--- src/rtl/spiker_adapter_pkg.sv ---
`default_nettype none
// +----------------------------------------------------------------------------+
// | Package     : spiker_adapter_pkg                                            |
// | Description : Shared definitions for the spiker adapter (reader/writer).   |
// |               Holds the default frame geometry, the reader state encoding  |
// |               and a small ceiling-division helper.                         |
// | Revision    : 1.0 - initial release                                        |
// +----------------------------------------------------------------------------+
package spiker_adapter_pkg;

   // Default frame geometry shared by spiker_reader and spiker_writer.
   localparam int unsigned c_WIDTH    = 32;
   localparam int unsigned c_N_SPIKES = 784;
   localparam int unsigned c_N_STEPS  = 15;

   // Number of register words needed to hold a spike vector.
   function automatic int unsigned ceil_div(input int unsigned a, input int unsigned b);
      return (a + b - 1) / b;
   endfunction

   localparam int unsigned c_N_REG = ceil_div(c_N_SPIKES, c_WIDTH);

   // Reader sequencing: collect words, offer the frame, wait for the step to finish.
   typedef enum logic [1:0] {
      ST_IDLE  = 2'd0,
      ST_ISSUE = 2'd1,
      ST_WAIT  = 2'd2
   } reader_state_e;

endpackage
`default_nettype wire

--- src/rtl/spiker_frame_buffer.sv ---
`default_nettype none
// +----------------------------------------------------------------------------+
// | Module      : spiker_frame_buffer                                           |
// | Description : N_REG x WIDTH word store for one input spike frame, with a   |
// |               per-word loaded mask and a flattened N_SPIKES-bit view.      |
// | Ports       : clk_i/rst_i   clock, synchronous active-high reset           |
// |               clear_i       wipe words and mask                            |
// |               clr_mask_i    wipe mask only (words retained)                |
// |               wr_en_i/wr_idx_i/wr_data_i  pre-qualified word write         |
// |               all_loaded_o  every word written since last mask clear       |
// |               spikes_o      flattened words, bit j of word i = spike i*W+j |
// | Revision    : 1.0 - initial release                                        |
// +----------------------------------------------------------------------------+
module spiker_frame_buffer
   import spiker_adapter_pkg::*;
#(
   parameter int unsigned WIDTH    = c_WIDTH,
   parameter int unsigned N_SPIKES = c_N_SPIKES,
   parameter int unsigned N_REG    = c_N_REG,
   parameter int unsigned IDX_W    = $clog2(N_REG)
) (
   input  logic                clk_i,
   input  logic                rst_i,
   input  logic                clear_i,
   input  logic                clr_mask_i,
   input  logic                wr_en_i,
   input  logic [IDX_W-1:0]    wr_idx_i,
   input  logic [WIDTH-1:0]    wr_data_i,
   output logic                all_loaded_o,
   output logic [N_SPIKES-1:0] spikes_o
);

   // Number of meaningful bits in the final (partial) word.
   localparam int unsigned c_LAST_BITS = N_SPIKES - (N_REG - 1) * WIDTH;

   logic [WIDTH-1:0] r_buf [N_REG];
   logic [N_REG-1:0] r_mask;

   // wr_idx_i is guaranteed in range by the caller.
   always_ff @(posedge clk_i) begin
      if (rst_i || clear_i) begin
         for (int i = 0; i < int'(N_REG); i++) begin
            r_buf[i] <= '0;
         end
         r_mask <= '0;
      end else begin
         if (clr_mask_i) begin
            r_mask <= '0;
         end
         if (wr_en_i) begin
            r_buf[wr_idx_i]  <= wr_data_i;
            r_mask[wr_idx_i] <= 1'b1;
         end
      end
   end

   assign all_loaded_o = &r_mask;

   for (genvar g = 0; g < int'(N_REG) - 1; g++) begin : g_word
      assign spikes_o[g*WIDTH +: WIDTH] = r_buf[g];
   end

   assign spikes_o[N_SPIKES-1 -: c_LAST_BITS] = r_buf[N_REG-1][c_LAST_BITS-1:0];

   // Upper bits of the last word are kept in storage but never reach the core.
   if (c_LAST_BITS < WIDTH) begin : g_pad
      logic w_unused_pad;
      assign w_unused_pad = ^r_buf[N_REG-1][WIDTH-1:c_LAST_BITS];
   end

endmodule
`default_nettype wire

--- src/rtl/spiker_reader.sv ---
`default_nettype none
// +----------------------------------------------------------------------------+
// | Module      : spiker_reader                                                 |
// | Description : Input stage of the spiker adapter. Collects the spike frame  |
// |               word by word, then offers it to the SNN core once per        |
// |               timestep (valid/ready), advancing on the core's done.        |
// | Ports       : clk_i, rst_i          clock, synchronous active-high reset   |
// |               test_mode_i           reserved, unused                       |
// |               wr_en_i/idx/data      register-file word writes              |
// |               start_i, clear_i      frame start / abort pulses             |
// |               spikes_o, valid_o, ready_i  frame offer to the core          |
// |               done_i                core finished current timestep         |
// |               busy_o, step_o        status                                 |
// |               frame_done_o          pulse after last timestep              |
// |               err_o                 sticky protocol error                  |
// | Revision    : 1.0 - initial release                                        |
// +----------------------------------------------------------------------------+
module spiker_reader
   import spiker_adapter_pkg::*;
#(
   parameter int unsigned WIDTH    = c_WIDTH,
   parameter int unsigned N_SPIKES = c_N_SPIKES,
   parameter int unsigned N_REG    = c_N_REG,
   parameter int unsigned N_STEPS  = c_N_STEPS,
   parameter int unsigned IDX_W    = $clog2(N_REG)
) (
   input  logic                clk_i,
   input  logic                rst_i,
   input  logic                test_mode_i,
   input  logic                wr_en_i,
   input  logic [IDX_W-1:0]    wr_idx_i,
   input  logic [WIDTH-1:0]    wr_data_i,
   input  logic                start_i,
   input  logic                clear_i,
   output logic [N_SPIKES-1:0] spikes_o,
   output logic                valid_o,
   input  logic                ready_i,
   input  logic                done_i,
   output logic                busy_o,
   output logic [3:0]          step_o,
   output logic                frame_done_o,
   output logic                err_o
);

   // Compare the index one bit wider so a power-of-two N_REG still works.
   localparam logic [IDX_W:0] c_N_REG_EXT = (IDX_W + 1)'(N_REG);
   localparam logic [3:0]     c_LAST_STEP = 4'(N_STEPS - 1);

   reader_state_e r_state;
   reader_state_e w_state_nx;
   logic [3:0]    r_step;
   logic [3:0]    w_step_nx;
   logic          r_frame_done;
   logic          r_err;

   logic          w_idle;
   logic          w_idx_ok;
   logic          w_buf_wr;
   logic          w_all_loaded;
   logic          w_frame_end;
   logic          w_start_err;
   logic          w_err_set;
   logic          w_unused_test_mode;

   assign w_unused_test_mode = test_mode_i;

   assign w_idle   = (r_state == ST_IDLE);
   assign w_idx_ok = ({1'b0, wr_idx_i} < c_N_REG_EXT);
   assign w_buf_wr = wr_en_i && w_idx_ok && w_idle;

   spiker_frame_buffer #(
      .WIDTH    (WIDTH),
      .N_SPIKES (N_SPIKES),
      .N_REG    (N_REG),
      .IDX_W    (IDX_W)
   ) u_frame_buffer (
      .clk_i        (clk_i),
      .rst_i        (rst_i),
      .clear_i      (clear_i),
      .clr_mask_i   (w_frame_end),
      .wr_en_i      (w_buf_wr),
      .wr_idx_i     (wr_idx_i),
      .wr_data_i    (wr_data_i),
      .all_loaded_o (w_all_loaded),
      .spikes_o     (spikes_o)
   );

   // w_all_loaded reflects the mask at the start of the cycle, so a write that
   // completes the mask cannot qualify a start in the same cycle.
   always_comb begin
      w_state_nx  = r_state;
      w_step_nx   = r_step;
      w_frame_end = 1'b0;
      w_start_err = 1'b0;
      case (r_state)
         ST_IDLE: begin
            if (start_i) begin
               if (w_all_loaded) begin
                  w_state_nx = ST_ISSUE;
                  w_step_nx  = '0;
               end else begin
                  w_start_err = 1'b1;
               end
            end
         end
         ST_ISSUE: begin
            if (ready_i) begin
               w_state_nx = ST_WAIT;
            end
         end
         ST_WAIT: begin
            if (done_i) begin
               if (r_step == c_LAST_STEP) begin
                  w_state_nx  = ST_IDLE;
                  w_frame_end = 1'b1;
               end else begin
                  w_state_nx = ST_ISSUE;
                  w_step_nx  = r_step + 4'd1;
               end
            end
         end
         default: begin
            w_state_nx = ST_IDLE;
         end
      endcase
   end

   assign w_err_set = (wr_en_i && (!w_idle || !w_idx_ok))
                    || (start_i && !w_idle)
                    || w_start_err;

   // clear_i takes priority over every other input in the same cycle.
   always_ff @(posedge clk_i) begin
      if (rst_i || clear_i) begin
         r_state      <= ST_IDLE;
         r_step       <= '0;
         r_frame_done <= 1'b0;
         r_err        <= 1'b0;
      end else begin
         r_state      <= w_state_nx;
         r_step       <= w_step_nx;
         r_frame_done <= w_frame_end;
         r_err        <= r_err | w_err_set;
      end
   end

   assign valid_o      = (r_state == ST_ISSUE);
   assign busy_o       = !w_idle;
   assign step_o       = r_step;
   assign frame_done_o = r_frame_done;
   assign err_o        = r_err;

endmodule
`default_nettype wire

--- config.mk ---
export PLATFORM = sky130hd
export DESIGN_NAME = spiker_reader
export DESIGN_NICKNAME = d
export VERILOG_FILES = /design/src/rtl/spiker_adapter_pkg.sv /design/src/rtl/spiker_frame_buffer.sv /design/src/rtl/spiker_reader.sv
export SDC_FILE = /design/constraint.sdc
export NUM_CORES = 1
export LEC_CHECK = 0
export BUFFER_PORTS_ARGS = -buffer_cell sky130_fd_sc_hd__buf_2
export CAP_MARGIN = 0
export CORE_AREA = 2 2 330 332
export DETAILED_ROUTE_END_ITERATION = 16
export DIE_AREA = 0 0 332 334
export REMOVE_ABC_BUFFERS = 1
export SKIP_CTS_REPAIR_TIMING = 1
export SYNTH_ARGS = -nofsm -noshare
export SYNTH_HDL_FRONTEND = slang
export SYNTH_HIERARCHICAL = 1
export SYNTH_SLANG_ARGS = --single-unit
--- constraint.sdc ---
create_clock -name clk_i -period 7.57 [get_ports clk_i]
set_input_delay 0.3785 -clock clk_i [delete_from_list [all_inputs] [get_ports clk_i]]
set_output_delay 0.3785 -clock clk_i [all_outputs]
set_load 0.03 [all_outputs]
# Word-level counts from Yosys, hierarchy flattened
# Memory sizes are Yosys's and may differ from the RTL's.
# Index checks and enable logic that the tools add are counted.
[word_totals] register_bits=33 ram_bits=800 input_bits=45 out_inout_bits=792 mem_count=1
[classes] add_sub_neg=1 n_lt_le_gt_ge=3 eq_ne=8 n_mux=30 bitwise_logic=2 reduce_logical=17
[mem_list] name="u_frame_buffer.r_buf" words=25 word_bits=32 read_ports=25 rd_ports_with_merged_regs=0 write_ports=25 line="spiker_frame_buffer.sv:36" rtl="logic [WIDTH-1:0] r_buf [N_REG];"
[op_table] cell="25-bit 2-to-1 mux" count=3
[op_table] cell="32-bit 2-to-1 mux" count=1
[op_table] cell="32-bit OR reduction" count=1
[op_table] cell="25-bit OR" count=1
[op_table] cell="25-bit AND reduction" count=1
[op_table] cell="4-bit 2-to-1 mux" count=4
[op_table] cell="1-bit 2-to-1 mux" count=14
[op_table] cell="2-bit 2-to-1 mux" count=4
[op_table] cell="4-bit one-hot mux with 2 select lines" count=1
[op_table] cell="5-bit by 6-bit less-than comparator with 1-bit output, second input constant" count=1
[op_table] cell="2-bit inequality test, second input constant" count=3
[op_table] cell="2-bit one-hot mux with 3 select lines" count=1
[op_table] cell="1-bit demux with 5-bit select" count=1
[op_table] cell="5-bit by 1-bit >= comparator with 1-bit output, second input constant" count=1
[op_table] cell="1-bit logical AND" count=5
[op_table] cell="5-bit less-than comparator, second input constant" count=1
[op_table] cell="5-bit 2-to-1 mux" count=1
[op_table] cell="5-bit AND reduction" count=1
[op_table] cell="4-bit by 1-bit adder with 4-bit output, second input constant" count=1
[op_table] cell="4-bit == test, second input constant" count=1
[op_table] cell="1-bit logical OR" count=4
[op_table] cell="2-bit by 1-bit inequality test with 1-bit output, second input constant" count=2
[op_table] cell="4-bit AND reduction" count=1
[op_table] cell="2-bit by 1-bit == test with 1-bit output, second input constant" count=1
[op_table] cell="5 further kinds" count=6

# Longest topological paths before layout
# Gate-level depths: netlist of the first run.
[logic_depth] depth_word=8 depth_mapped=8 mapped_depth_nobuf=7

# By module
# The synthesis of the first run kept the hierarchy.
[by_module_without_submodules] mod="spiker_frame_buffer" n_inst=1 cells_each=2011 area_per_inst_um2=28875.2 seq_area_each_um2=24043.1
[by_module_without_submodules] mod="spiker_reader" n_inst=1 cells_each=60 area_per_inst_um2=498.0 seq_area_each_um2=160.2

# Worst setup path after synthesis of the first run
# Ideal clock, no wire load.
[synth_path] path_type="reg-to-reg" start="reg r_state[0]" end="mem u_frame_buffer/r_buf[13][0] (netlist name), enable pin" setup_time_ps=466 arrival_time_ps=3967 t_required_ps=7104 path_slack_ps=3137 path_stages_with_launch=7 path_buffers=1 synth_period_minus_slack_ps=4433 cell_sequence="dfxtp_1 -> or2_2 -> nor3b_1 -> nor2b_1 -> nand3_1 -> clkbuf_1 -> o21ai_0"
[synth_rtl] element="start, declared" line="spiker_reader.sv:49" rtl="reader_state_e r_state;"
[synth_rtl] element="start signal, assigned" line="spiker_reader.sv:140" rtl="r_state <= w_state_nx;"
[synth_rtl] element="end, declared" line="spiker_frame_buffer.sv:36"

==> results.json, run 1 <==
{
  "outcome": "finished clean",
  "drt_iter0_drc": 2321,
  "die_height_um": 334,
  "cp.arrival_ps": 4420,
  "drc": 0,
  "period_share_pct": 53.8,
  "ys_seq_area_share_pct": 82.4,
  "r2r-start": "r_state[1]",
  "fin_nets": 2963,
  "grt_max_degree": 130,
  "port_buffers": 835,
  "numCtsBuffers": 86,
  "dp.cells": 4242,
  "rsz0062_at_grt": "false",
  "peakVddDrop_v": 0.000212,
  "wire_per_inst_um": 26.4,
  "worstPathMaxFanout": 129,
  "grt_usage_pct": 20.1,
  "synth.avg_cell_area_um2": 14.2,
  "pre_cts_slack_ps": 3310,
  "synth_warnings": 6,
  "drv_cap": 0,
  "crit_required_ps": 7920,
  "grt_overflow": 0,
  "clock-root-buffer": "clkbuf_16",
  "worstSetupStartpointType": "flip-flop",
  "num_rows": 121,
  "ys_ff_latch": 817,
  "area_delta_synth_final_pct": 30.0,
  "start_util_pct": 27.2,
  "layout_common_cells": "835 x buf_2, 784 x edfxtp_1, 772 x nor2_1",
  "die_area_um2": 111000,
  "fin_cells": 4401,
  "power.leakage_nw": 15.2,
  "drive_above_1_share_pct": 34.7,
  "syn_inst": 2071,
  "htreeDepth": 3,
  "hold_start": "ready_i",
  "die_x_um": 332,
  "cts.sinks": 817,
  "max_freq_ghz": 0.246,
  "post-route-util_pct": 35.4,
  "fillers": 10563,
  "ios": 837,
  "synth_area_um2": 29400,
  "final_common_cell": "buf_2",
  "first_pass_iters": 6,
  "startpoint": "r_state[1]",
  "clk_pin_slew_worst_paths_ps": 60,
  "routed_wl_um": 116000,
  "worst_setup_path_end_kind": "flip-flop",
  "clk_latency_ps": 670,
  "finalSetupViolations": 0,
  "fin_crit_ps": 4070,
  "relSlewSlack_pct": 27.0,
  "ys_types": 40,
  "ys.flop_type": "edfxtp_1",
  "antenna_found_initial": 13,
  "path_class": "flip-flop to flip-flop",
  "hold_path_class": "input port to flip-flop",
  "slew_violations": 0,
  "tightest_slew_ps": 1090,
  "hold_violations": 0,
  "p_per_area_nw_per_um2": 275,
  "setup_tns_ps": 0,
  "gp_congestion": 0.839,
  "dp_hpwl_um": 75000,
  "fin_ws_ps": 3500,
  "cts_buffer_depth": 3,
  "coreArea_um2": 108000,
  "viasPerCell": 4.64,
  "grt_pass1_vias": 19375,
  "grt_pass1_wl_um": 156000,
  "async_flop_share_pct": 0,
  "cts_tree": "yes",
  "synth_edf_count": 784,
  "finClkSkew_ps": 32.4,
  "ant_nets": 0,
  "vias": 20409
}
[worst paths after layout]
kind,end,slack (ps),cells past startpoint
worst max register to register,u_frame_buffer/r_buf[24][12],3500,7
worst min-delay path,r_state[1],20,3
worst max-delay path,u_frame_buffer/r_buf[24][12],3500,7
worst min register to register,u_frame_buffer/r_mask[10],460,2
[per-layer routing]
layer	GRT usage, %	wire (um)	vias up	share of wire (%)
met4	8.52	4790	4	4.1
met1	25.1	44300	10072	38
li1	-	-	8865	-
met2	32.9	55700	1263	48
met3	5.51	11500	205	9.9
met5	0	26	-	0.022
[cells by family after synthesis]
group | synth area share (%)
and+or+nand+nor | 14.3
DFF | 82.4
adders and majority gates | 0.0852
AOI/OAI and AO/OA | 1.29
buffers and inverters | 1.90
[layout make-up]
| cell class | count | area (um2) | share of cell area, % |
|---|---|---|---|
| clock buffers | 110 | 2280 | 5.98 |
| well taps | 1414 | 1770 | 4.63 |
| clock inverters | 45 | 438 | 1.15 |
| repair buffers | 878 | 4510 | 11.8 |
| flip-flops and latches | 817 | 24200 | 63.4 |
| inverters | 4 | 15.0 | 0.0393 |
| diodes | 4 | 10.0 | 0.0262 |
| multi-input cells | 1129 | 4950 | 13.0 |
[synthesized netlist by cell type, types with 2 or more instances]
cell type	instances	area [um2]
a21oi_1	4	20.0
nand3b_1	4	30.0
a31oi_1	4	25.0
and3b_1	2	17.5
nand4_1	8	50.1
nor3_2	3	30.0
or3b_1	2	17.5
inv_1	4	15.0
clkbuf_1	49	184
nand2_1	221	830
edfxtp_1	784	23500
nor2_1	772	2900
dfxtp_1	33	661
buf_2	67	335
nor3b_2	3	37.5
and2_1	17	106
ha_1	2	25.0
nor2b_1	3	18.8
o21ai_0	52	260
buf_1	4	15.0
or3_1	2	12.5
o211ai_1	4	30.0
nand3_1	7	35.0
or3b_2	2	17.5
or2_2	2	12.5
nor3b_1	2	15.0
[power breakdown]
group | total [mW] | switching, mW | leakage [nW] | internal (mW)
Clock | 4.16 | 1.81 | 1.32 | 2.35
Sequential | 5.23 | 0.0633 | 8.80 | 5.16
Combinational | 1.10 | 0.905 | 5.06 | 0.192
[state kept, by name, indices dropped and copies added, names as in the netlist]
| register | flops |
|---|---|
| err_o | 1 |
| u_frame_buffer/r_mask | 25 |
| step_o | 4 |
| u_frame_buffer/r_buf | 784 |
| frame_done_o | 1 |
| r_state | 2 |
[through the flow]
step                      area (um2)  hold WS [ps]  power, mW
after floorplan                28800           425       5.94
after global routing           38200          34.0       10.8
after CTS                      38200         -24.8       10.6
after detailed placement       35500           445       6.43
final                          38200          17.9       10.5
after global placement         35500           437       6.43
[critical path, cell delays in order (launching register included)]
cell	delay, ps
dfxtp_1	440
or2_2	370
nor3b_1	550
nor2b_1	420
nand2_4	400
buf_12	400
o21ai_1	740
buf_4	310
Note: power is estimated with default switching activity, not from simulation.
==> inputs of run 2 (changes only) <==
Settings changed: ABC_AREA set to 1, CORE_AREA 2 2 330 332 to 2 2 329 331, DIE_AREA 0 0 332 334 to 0 0 331 333.
Clock period 7.57 ns to 3.9 ns, I/O delays scaled along.
==> results.json, run 2 <==
{
  "outcome": "finished clean",
  "p_per_area_nw_per_um2": 537,
  "synthMuxAreaShare_pct": 0,
  "drv_cap": 0,
  "grt_usage_pct": 19.0,
  "ios": 837,
  "ant_nets": 0,
  "syn_inst": 1994,
  "drive_above_1_share_pct": 36.6,
  "rsz0062_at_grt": "false",
  "die_height_um": 333,
  "grt_max_degree": 51,
  "clock-root-buffer": "clkbuf_16",
  "grt_pass1_wl_um": 145000,
  "p_seq_share_pct": 49.5,
  "crit_path_end": "u_frame_buffer/r_buf[14][3]",
  "grt_overflow": 0,
  "p_comb_share_pct": 8.8,
  "crit_required_ps": 4250,
  "synth.avg_cell_area_um2": 14.4,
  "ys_seq_area_share_pct": 84.2,
  "ys_types": 21,
  "synthSimpleGateAreaFrac_pct": 12.9,
  "area_delta_synth_final_pct": 31.1,
  "swShare_pct": 25.2,
  "synth-adder-area-share_pct": 0.0871,
  "htreeDepth": 3,
  "peakVddDrop_v": 0.000472,
  "async_flop_share_pct": 0,
  "cts.sinks": 817,
  "fin_nets": 2895,
  "cts_tree": "yes",
  "startpoint": "r_state[1]",
  "worst_setup_path_end_kind": "flip-flop",
  "r2r_end": "u_frame_buffer/r_buf[14][3]",
  "power_switching_mw": 5.10,
  "antenna_found_initial": 3,
  "drt_iter0_drc": 1977,
  "hold_violations": 0,
  "power.leakage_nw": 17.3,
  "synth_top_family_by_area": "simple AND/OR/NAND/NOR gates",
  "period_share_pct": 72.0,
  "intPower_mw": 15.1,
  "gp_congestion": 0.765,
  "layout_common_cells": "835 x buf_2, 802 x nor2_1, 784 x edfxtp_1",
  "grt_pass1_vias": 18416,
  "synth_top_area_cell": "edfxtp_1",
  "path_class": "flip-flop to flip-flop",
  "viasPerCell": 4.49,
  "dp_hpwl_um": 67100,
  "worstSetupStartpointType": "flip-flop",
  "yosys-top-cells-area": "edfxtp_1 82%, nor2_1 10%, dfxtp_1 2.3%",
  "synth-xor-area-share_pct": 0.0305,
  "cp.arrival_ps": 3150,
  "synth_warnings": 6,
  "synth_edf_count": 784,
  "hold_ws_ps": 25.5,
  "synth_compound_area_share_pct": 0.157,
  "numCtsBuffers": 88,
  "synth_area_um2": 28700,
  "clk_latency_ps": 650,
  "coreArea_um2": 107000,
  "routed_wl_um": 109000,
  "setup_tns_ps": 0,
  "hold_path_class": "input port to flip-flop",
  "fin_crit_ps": 2810,
  "vias": 19431,
  "worstPathMaxFanout": 26,
  "rr_worst_depth": 8,
  "max_freq_ghz": 0.356,
  "clk_pin_slew_worst_paths_ps": 70,
  "r2r-start": "r_state[1]",
  "num_rows": 120,
  "r2r_slack_ps": 1090,
  "ys_top_cells_by_count": "802 x nor2_1, 784 x edfxtp_1, 143 x clkbuf_1, 110 x nand2_1, 40 x inv_1",
  "die_area_um2": 110000,
  "ys_ff_latch": 817,
  "tightest_slew_ps": 1190,
  "ys.flop_type": "edfxtp_1",
  "fillers": 10521,
  "largest_register": "u_frame_buffer/r_buf",
  "final_common_cell": "buf_2",
  "synth_top_cell_area_share_pct": 81.9,
  "wire_per_inst_um": 25.1,
  "clkPwrFrac_pct": 41.6,
  "relSlewSlack_pct": 20.7,
  "drc": 0,
  "finClkSkew_ps": 16.4,
  "first_pass_iters": 6,
  "slew_violations": 0,
  "synth_most_common_cell": "nor2_1",
  "die_x_um": 331,
  "port_buffers": 835,
  "cts_buffer_depth": 3,
  "largest_reg_flops": 784,
  "finalSetupViolations": 0,
  "start_util_pct": 27.0
}
run 2: worst min path at each step:
stage                                  start                  endpoint  slack (ps)  depth (start not counted)
CTS                                  wr_en_i                     err_o        -240                          3
global route                         clear_i                r_state[1]          10                          4
global placement    u_frame_buffer/r_mask[3]  u_frame_buffer/r_mask[3]         460                          2
finish                               clear_i                 step_o[1]          30                          4
detailed placement  u_frame_buffer/r_mask[5]  u_frame_buffer/r_mask[5]         460                          2
floorplan                            wr_en_i                     err_o         340                          2
run 2: final cells by class:
| cell class | instances | area (um2) | area share (%) |
|---|---|---|---|
| sequential | 817 | 24200 | 64.2 |
| timing repair buffer | 908 | 4820 | 12.8 |
| multi-input combinational | 976 | 3800 | 10.1 |
| clock buffer | 113 | 2360 | 6.26 |
| tap | 1403 | 1760 | 4.66 |
| clock inverter | 49 | 529 | 1.40 |
| inverter | 57 | 214 | 0.568 |
| antenna | 3 | 7.51 | 0.0199 |
run 2: critical path, stage by stage (launching register included):
cell	delay [ps]
dfxtp_1	370
nor2_2	170
o21ai_0	140
nor2_1	110
nand2_1	130
nor2_1	650
nand2_1	180
nand2_1	490
buf_12	260
run 2: per-layer routing:
layer	vias up	wire length, um	share of wire [%]	global-route usage (%)
li1	8468	-	-	-
met1	9709	41500	38	23.1
met2	1043	53600	49	31.9
met3	209	9580	8.8	5.18
met4	2	4060	3.7	7.48
met5	-	17	0.016	0
run 2: power groups by stage:
stage / registers, mW / clock network [mW] / logic [mW]
2_1_floorplan: 11.0 / 0 / 0.226
3_3_place_gp: 10.2 / 0 / 1.80
3_5_place_dp: 10.2 / 0 / 1.80
4_1_cts: 10.0 / 8.59 / 1.80
5_1_grt: 10.1 / 8.92 / 1.84
6_report: 10.0 / 8.43 / 1.79
run 2: cell families after synthesis:
| logic type | Yosys count |
|---|---|
| compound gates | 9 |
| xor+xnor | 1 |
| fa+ha+maj | 2 |
| buf+inv | 201 |
| flops | 817 |
| simple gates | 964 |
run 2: metrics by stage:
step	power [mW]	util (%)	worst slack (ps)	cells	area, um2
after CTS	20.4	35.3	956	4316	37600
after floorplan	11.2	-	358	1850	28200
final	20.2	35.4	1090	4326	37700
after global routing	20.8	35.4	760	4323	37700
after global placement	12.0	32.6	992	4154	34700
after detailed placement	12.0	32.6	982	4154	34700
==> inputs of run 3 (changes only) <==
Clock period 3.9 ns to 2.9 ns, I/O delays scaled along.
==> results.json, run 3 (synthesis results as in run 2) <==
{
  "cts_tree": "yes",
  "worstPathMaxFanout": 32,
  "gp_congestion": 0.772,
  "num_rows": 120,
  "coreArea_um2": 107000,
  "grt_pass1_wl_um": 146000,
  "hold_path_class": "input port to flip-flop",
  "finClkSkew_ps": 35.4,
  "die_height_um": 333,
  "grt_pass1_vias": 18243,
  "post-route-util_pct": 35.3,
  "port_buffers": 835,
  "slew_violations": 0,
  "power.leakage_nw": 17.2,
  "clk_pin_slew_worst_paths_ps": 70,
  "met1_length_um": 42200,
  "hold_violations": 0,
  "wire_per_inst_um": 25.4,
  "fin_area_um2": 37600,
  "p_per_area_nw_per_um2": 701,
  "finalSetupViolations": 0,
  "area_delta_synth_final_pct": 30.7,
  "met2_wirelength_um": 54900,
  "grt_max_degree": 51,
  "fin_crit_ps": 2490,
  "drt_iter0_drc": 1960,
  "drive_above_1_share_pct": 37.1,
  "path_class": "flip-flop to flip-flop",
  "peakVddDrop_v": 0.000459,
  "cts_buffer_depth": 3,
  "antenna_found_initial": 4,
  "period_share_pct": 86.0,
  "viasPerCell": 4.47,
  "numCtsBuffers": 87,
  "htreeDepth": 3,
  "drv_cap": 0,
  "final_common_cell": "buf_2",
  "relSlewSlack_pct": 23.4,
  "layout_common_cells": "835 x buf_2, 802 x nor2_1, 784 x edfxtp_1",
  "die_area_um2": 110000,
  "vias": 19389,
  "largest_register": "u_frame_buffer/r_buf",
  "cts.sinks": 817,
  "ios": 837,
  "tightest_slew_ps": 1150,
  "outcome": "finished clean",
  "clock-root-buffer": "clkbuf_16",
  "rsz0062_at_grt": "false",
  "grt_usage_pct": 19.3,
  "drc": 0,
  "grt_overflow": 0,
  "ant_nets": 0,
  "fin_nets": 2915,
  "worst_setup_path_end_kind": "flip-flop",
  "start_util_pct": 27.0,
  "crit_required_ps": 3170,
  "highest_layer": "met5",
  "wl_met3_um": 9680,
  "place_area_um2": 34900,
  "first_pass_iters": 5,
  "cp.arrival_ps": 2760,
  "dp_hpwl_um": 69800,
  "hold_ws_ps": 40.8,
  "die_x_um": 331,
  "max_freq_ghz": 0.401,
  "largest_reg_flops": 784,
  "worstSetupStartpointType": "flip-flop",
  "clk_latency_ps": 660,
  "routed_wl_um": 110000
}
==> run 3: metal layers <==
layer	track usage (%)	up-vias
met5	0	-
met4	6.80	4
met3	4.54	175
met2	32.8	1085
met1	23.8	9611
li1	-	8514
==> run 3: through the flow <==
step | total power [mW] | setup TNS, ps | std cells | worst slack (ps)
5_1_grt | 27.2 | 0 | 4337 | 176
4_1_cts | 26.6 | 0 | 4328 | 168
3_3_place_gp | 16.2 | 0 | 4173 | 183
2_1_floorplan | 15.1 | -423200 | 1850 | -592
6_report | 26.4 | 0 | 4340 | 407
3_5_place_dp | 16.2 | 0 | 4173 | 203
==> run 3: area by class of cell <==
class                           count  area, um2
Fill cell                       10405      69000
Sequential cell                   817      24200
Timing Repair Buffer              929       4980
Multi-Input combinational cell    976       3810
Clock buffer                      104       2260
Tap cell                         1403       1760
Clock inverter                     51        344
Inverter                           57        214
Antenna cell                        3       7.51
==> run 3: path summary, 6_finish.rpt <==
path / startpoint / to / slack, ps / cells past startpoint
worst max register to register: r_state[1] / u_frame_buffer/r_buf[9][30] / 410 / 9
worst max-delay path: r_state[1] / u_frame_buffer/r_buf[9][30] / 410 / 9
worst min-delay path: wr_data_i[31] / u_frame_buffer/r_buf[9][31] / 40 / 3
worst min register to register: u_frame_buffer/r_mask[21] / u_frame_buffer/r_mask[21] / 470 / 2
==> run 3: report_power, final <==
part | internal, mW | switching (mW) | total, mW | leakage (nW)
combinational | 0.422 | 2.00 | 2.43 | 6.96
sequential | 13.4 | 0.125 | 13.5 | 8.99
clock | 5.76 | 4.69 | 10.5 | 1.27
total | 19.5 | 6.82 | 26.4 | 17.2
==> run 3: worst max-delay path, stage by stage (launching register included) <==
cell and delay [ps]:
dfxtp_1 370, nor2_2 170, o21ai_0 140, nor2_1 110
nand2_1 150, nor2_2 380, buf_4 230, nand2_2 60
nand2_1 60, buf_4 420
